$ cat config.mk
export PLATFORM = sky130hd
export DESIGN_NAME = irq_pending_ctrl_flat
export DESIGN_NICKNAME = d
export VERILOG_FILES = /design/src/rtl/irq_pending_ctrl_if.sv /design/src/rtl/irq_pending_ctrl.sv /design/src/flat_wrapper.sv
export SDC_FILE = /design/constraint.sdc
export NUM_CORES = 1
export LEC_CHECK = 0
export CAP_MARGIN = 20
export CELL_PAD_IN_SITES_DETAIL_PLACEMENT = 0
export CELL_PAD_IN_SITES_GLOBAL_PLACEMENT = 1
export CORE_AREA = 2 2 53 50
export CTS_CLUSTER_DIAMETER = 120
export CTS_CLUSTER_SIZE = 20
export DETAILED_ROUTE_END_ITERATION = 16
export DIE_AREA = 0 0 55 52
export PLACE_DENSITY = 0.85
export SLEW_MARGIN = 20
export SYNTH_ARGS = -nofsm -noshare
export SYNTH_HDL_FRONTEND = slang
export SYNTH_SLANG_ARGS = --single-unit
$ cat constraint.sdc
create_clock -name clk -period 1.45 [get_ports clk]
set_input_delay 0.2175 -clock clk [delete_from_list [all_inputs] [get_ports clk]]
set_output_delay 0.2175 -clock clk [all_outputs]
set_load 0.1 [all_outputs]
$ cat src/rtl/irq_pending_ctrl_if.sv
// Request/grant bundle for irq_pending_ctrl: request and mask lines in, pending flags and granted index out.
// master = the pending controller, slave = the requester/consumer side.
interface irq_pending_ctrl_if #(
  parameter int N = 8,
  parameter int W = 3
);
  logic [N-1:0] req;
  logic [N-1:0] mask;
  logic [N-1:0] pend;
  logic [W-1:0] idx;
  logic         valid;
  logic         ready;

  modport master (
    input  req, mask, ready,
    output pend, idx, valid
  );

  modport slave (
    output req, mask, ready,
    input  pend, idx, valid
  );
endinterface

$ cat src/rtl/irq_pending_ctrl.sv
// Pending-request collector with masked fixed-priority selection (bit N-1 highest); optional IRQ_EDGE_DETECT_EN sets on rising edges.
// Latency: req -> pend 1 cycle, req -> valid 2 cycles; at most one grant every 2 cycles.
// Backpressure: the granted idx stays frozen while ready=0; valid only drops on transfer or reset.
module irq_pending_ctrl #(
  parameter int N = 8,
  parameter int W = 3
) (
  input logic              clk,
  input logic              rst_n,
  irq_pending_ctrl_if.master irq
);

  localparam logic [0:0] ST_IDLE    = 1'b0;
  localparam logic [0:0] ST_PRESENT = 1'b1;

  logic [0:0]   state_q;
  logic [N-1:0] pend_q;
  logic [W-1:0] idx_q;
  logic [N-1:0] set;
  logic [N-1:0] clr;
  logic [N-1:0] elig;
  logic [W-1:0] sel;
  logic         xfer;

`ifdef IRQ_EDGE_DETECT_EN
  logic [N-1:0] req_q;

  always_ff @(posedge clk) begin
    if (!rst_n) req_q <= '0;
    else        req_q <= irq.req;
  end

  assign set = irq.req & ~req_q;
`else
  assign set = irq.req;
`endif

  assign xfer = (state_q == ST_PRESENT) && irq.ready;
  assign elig = pend_q & irq.mask;

  always_comb begin
    clr = '0;
    if (xfer) clr[idx_q] = 1'b1;
  end

  // Ascending scan so the highest eligible line is the last one written.
  always_comb begin
    sel = '0;
    for (int i = 0; i < N; i++) begin
      if (elig[i]) sel = W'(i);
    end
  end

  always_ff @(posedge clk) begin
    if (!rst_n) begin
      pend_q  <= '0;
      idx_q   <= '0;
      state_q <= ST_IDLE;
    end else begin
      pend_q <= (pend_q & ~clr) | set;
      case (state_q)
        ST_IDLE: begin
          if (|elig) begin
            idx_q   <= sel;
            state_q <= ST_PRESENT;
          end
        end
        default: begin
          if (irq.ready) state_q <= ST_IDLE;
        end
      endcase
    end
  end

  assign irq.pend  = pend_q;
  assign irq.idx   = idx_q;
  assign irq.valid = (state_q == ST_PRESENT);

endmodule

$ cat src/flat_wrapper.sv
// flat-port wrapper written by rule: the top's interface ports become plain ports
module irq_pending_ctrl_flat 
#(
  parameter int N = 8,
  parameter int W = 3
)
  (clk, rst_n, irq_req, irq_mask, irq_ready, irq_pend, irq_idx, irq_valid);
  irq_pending_ctrl_if #(.N(N), .W(W)) irq_i ();
  input logic clk;
  input logic rst_n;
  input wire logic [$bits(irq_i.req)-1:0] irq_req;
  input wire logic [$bits(irq_i.mask)-1:0] irq_mask;
  input wire logic [$bits(irq_i.ready)-1:0] irq_ready;
  output wire logic [$bits(irq_i.pend)-1:0] irq_pend;
  output wire logic [$bits(irq_i.idx)-1:0] irq_idx;
  output wire logic [$bits(irq_i.valid)-1:0] irq_valid;
  assign irq_i.req = irq_req;
  assign irq_i.mask = irq_mask;
  assign irq_i.ready = irq_ready;
  assign irq_pend = irq_i.pend;
  assign irq_idx = irq_i.idx;
  assign irq_valid = irq_i.valid;
  irq_pending_ctrl #(.N(N), .W(W)) u_core (.clk(clk), .rst_n(rst_n), .irq(irq_i));
endmodule
# Yosys cells after proc, flatten, opt, wreduce, memory -nomap -nowiden

Cells that the tools add are included.

Input port bits: 19
Bits in registers: 12
Word-level logic and storage cells: 27

Mux-type cells: 13
Bitwise operators: 5
Magnitude comparators: 2
Reduce and logical (&&, ||, !) cells: 4

Operator list:

| operator                                                    | count |
|---|---|
| AND 8 bit                                                   | 2 |
| 2-to-1 mux 3 bit                                            | 5 |
| 2-to-1 mux 8 bit                                            | 1 |
| NOT 8 bit                                                   | 1 |
| bitwise OR 8 bit                                            | 1 |
| OR reduction 8 bit                                          | 1 |
| 2-to-1 mux 1 bit                                            | 5 |
| less-than comparator 3 x 4 -> 1 bit (second input constant) | 1 |
| demux 1 bit (select 3 bit)                                  | 1 |
| >= comparator 3 x 1 -> 1 bit (second input constant)        | 1 |
| logical AND 1 bit                                           | 2 |
| 2-to-1 mux 2 bit                                            | 1 |
| AND reduction 2 bit                                         | 1 |
| NOT 1 bit                                                   | 1 |

# Longest topological paths before layout

Word-level depth: 8
Gate-level depth with buffers: 4

# Worst setup path before layout

Ideal clock, no wire load.

Kind: register to register
From: register u_core.pend_q[1], in the netlist u_core.irq.pend[1]
To: register u_core.idx_q[1], in the netlist u_core.irq.idx[1]
Cell stages (with the launch flop): 5
Library setup time: 0.088 ns
Path slack: -0.471 ns
Arrival time: 1.832 ns
Data required time: 1.362 ns
Buffers on the path: 0
Path through: dfxtp_1 -> a22oi_2 -> a41oi_4 -> nor2_2 -> a311oi_2

Longest elaborated chain between the ends: 3

RTL lines:

| what                          | RTL line               | text |
|---|---|---|
| start, declared               | irq_pending_ctrl.sv:17 | `logic [N-1:0] pend_q;` |
| start signal, assigned        | irq_pending_ctrl.sv:60 | `pend_q <= (pend_q & ~clr) \| set;` |
| AND 8 bit                     | irq_pending_ctrl.sv:39 | `assign elig = pend_q & irq.mask;` |
| OR reduction 8 bit            | irq_pending_ctrl.sv:63 | `if (\|elig) begin` |
| AND reduction 2 bit (no line) | n/a                    |  |
| end signal, assigned          | irq_pending_ctrl.sv:64 | `idx_q <= sel;` |
| end, declared                 | irq_pending_ctrl.sv:18 | `logic [W-1:0] idx_q;` |

Every way passes these cells.
A chain may end at the register's enable or synchronous reset.

# Worst setup path in the final report

From: input irq_mask[4]
To: register u_core.idx_q[1], in the netlist u_core.irq.idx[1]

Longest elaborated chain between the ends: 5

RTL lines:

| what                          | RTL line               | text |
|---|---|---|
| start, declared               | flat_wrapper.sv:12     | `input wire logic [$bits(irq_i.mask)-1:0] irq_mask;` |
| AND 8 bit (*)                 | irq_pending_ctrl.sv:39 |  |
| 2-to-1 mux 3 bit (4 in a row) | irq_pending_ctrl.sv:50 | `if (elig[i]) sel = W'(i);` |

Every way passes the cells marked *; elsewhere a longest branch is shown, timed or not.

==> flow_summary.ini <==
[place]
hpwl_um = 1350
dp_slack_ps = -91.9
portBuffers = 30
place_congestion = 0.775

[cells_and_area]
layout-drive-gt1-share_pct = 37.0
syn_to_final_growth_pct = 87.6
layout.nets = 120
final_common_cell = clkdlybuf4s50_1
num_antenna_cells = 0
layout_common_cells = 18 x clkdlybuf4s50_1, 12 x buf_12, 9 x inv_1

[critical_path]
reg2reg_to = u_core.irq.idx[1]$_SDFFE_PN0P_
worstRegToRegCells = 3
critPathRequiredTime_ps = 1630
end_kind = flop
r2r-start = u_core.irq.pend[4]$_SDFF_PN0_
crit_fanout = 5
path_class = input port to flop
r2r_slack_ps = 240
worst_setup_path_start_kind = input port
arrival_ps = 1450

[grt]
grt_pass1_wl_um = 2780
grt_overflow_total = 0
grt_usage_pct = 13.8
grt_pass1_vias = 621
grt_max_degree = 9
antenna_found_initial = 0

[route]
ant_nets = 0
met3_length_um = 120
wirelength_um = 1730
dr_total_vias = 622
wl_met1_um = 787
drt_iter0_drc = 7
first_pass_iters = 4
highest_layer = met4
avgViaCountPerCell = 4.86
met2WireLength_um = 809
drc = 0
wl_per_cell_um = 13.5

[timing]
worst-slew-pin-transition_ps = 286
finalSetupViolCount = 0
fin_ws_ps = 177
drv_slew = 0
rsz0062_at_grt = no
finalCritPeriodShare_pct = 87.8
fmax_ghz = 0.785
hold_ws_ps = 461
fin_skew_ps = 10.2
slew_headroom_pct = 80.9
fin_setup_tns_ps = 0
hold_viol_final = 0
fin_crit_ps = 1270

[hold_path]
hold_class = input port to flop
holdPathStages = 3
hp-start = irq_req[3]
hold_end = u_core.irq.pend[3]$_SDFF_PN0_

[logic_synthesis]
synth.yosys.seq_area_share_pct = 40.3
ys_seq_elements = 12
yosys_warnings = 0
syn_nets = 84
synth_cell_types = 23
synth_area_um2 = 597
syn_avg_cell_area_um2 = 9.18
synth_cells = 65

[run_status]
status = finished clean

[floorplanning]
coreArea_mm2 = 0.00234
start_util_pct = 25.5
die_h_um = 52
num_rows = 17
dieArea_mm2 = 0.00286
ios = 31
die_w_um = 55

[clocking]
clock_sinks = 12
h-tree-depth = 1
cts-root-buf = clkbuf_4
postCtsResizedCells = 0
numCtsBuffers = 3
path_clk_slew_ps = 80
ctsLongestPathBuffers = 2
cts_tree = built
ctsHoldBuffers = 0
clk_latency_ps = 280
cts_setup_buffers = 0

[power]
p_per_area_mw_per_mm2 = 1050
ir_drop_uv = 630
p_leak_uw = 0.000451

[flow_run]
maxCapViolations = 0
[registers in the layout, summed over array words and instances, names as in the netlist]
register	count
u_core.irq.idx	3
u_core.irq.pend	8
u_core.irq.valid	1
[area by class of cell]
type,instances,area (um^2)
fillers,240,1220
repair buffers,32,435
multi-input cells,43,319
flip-flops and latches,12,270
well taps,28,35.0
inverters,9,33.8
clock buffers,4,26.3
[Yosys cell counts]
cell type / number / area share [%]
dfxtp_1: 12 / 40
inv_1: 9 / 5.7
a21oi_1: 8 / 6.7
nand2_1: 6 / 3.8
o21ai_0: 6 / 5.0
a22oi_2: 3 / 6.3
nand2b_1: 3 / 3.1
a32oi_1: 2 / 2.9
o31ai_1: 2 / 2.5
a211oi_1: 1 / 1.3
a22oi_4: 1 / 3.6
a311oi_2: 1 / 2.5
a41oi_4: 1 / 4.6
and2_1: 1 / 1.0
clkbuf_1: 1 / 0.63
nand3_1: 1 / 0.84
nand3b_1: 1 / 1.3
nand4_1: 1 / 1.0
nor2_1: 1 / 0.63
nor2_2: 1 / 1.0
o211a_1: 1 / 1.7
o211ai_2: 1 / 2.1
o32ai_1: 1 / 1.5
[cell families (layout without fill, tap and decap cells)]
| logic type | Yosys count | after routing | synth area share [%] |
|---|---|---|---|
| AOI/OAI and AO/OA | 28 | 28 | 40.7 |
| buffers and inverters | 10 | 45 | 6.29 |
| and+or+nand+nor | 15 | 15 | 12.8 |
| DFF | 12 | 12 | 40.3 |
[how the worst max path moves through the flow]
stage	slack (ps)	cells after the start	from	to
4_1_cts	180	4	irq_mask[4]	u_core.irq.idx[1]$_SDFFE_PN0P_
6_report	180	4	irq_mask[4]	u_core.irq.idx[1]$_SDFFE_PN0P_
2_1_floorplan	10	4	u_core.irq.pend[6]$_SDFF_PN0_	u_core.irq.idx[1]$_SDFFE_PN0P_
3_3_place_gp	-50	5	irq_mask[1]	u_core.irq.idx[1]$_SDFFE_PN0P_
3_5_place_dp	-90	4	irq_mask[4]	u_core.irq.idx[1]$_SDFFE_PN0P_
5_1_grt	110	4	irq_mask[4]	u_core.irq.idx[1]$_SDFFE_PN0P_
[where the power goes]
group / internal, uW / switching, uW / total, uW / leakage, uW
Sequential: 364 / 66.4 / 430 / 0.000105
Clock: 107 / 115 / 222 / 0.0000150
Combinational: 216 / 311 / 528 / 0.000331
[critical path, stage by stage]
cell and delay, ps:
clkdlybuf4s50_1 440, a22oi_2 310, a41oi_4 210, a311oi_2 270
[metal layers]
layer | global-route usage, % | up-vias
met5 | 0 | -
met4 | 6.10 | 0
met3 | 3.45 | 2
met2 | 21.0 | 23
met1 | 18.1 | 287
li1 | - | 310
[metrics by stage]
step                power (uW)  cells  util (%)  cell area [um^2]
floorplan                  732     65         -               627
global placement           960    124      46.7              1090
detailed placement         965    124      46.7              1090
CTS                       1190    128      47.9              1120
global route              1230    128      47.9              1120
finish                    1180    128      47.9              1120
No activity file was read; power rests on OpenSTA's default activity.
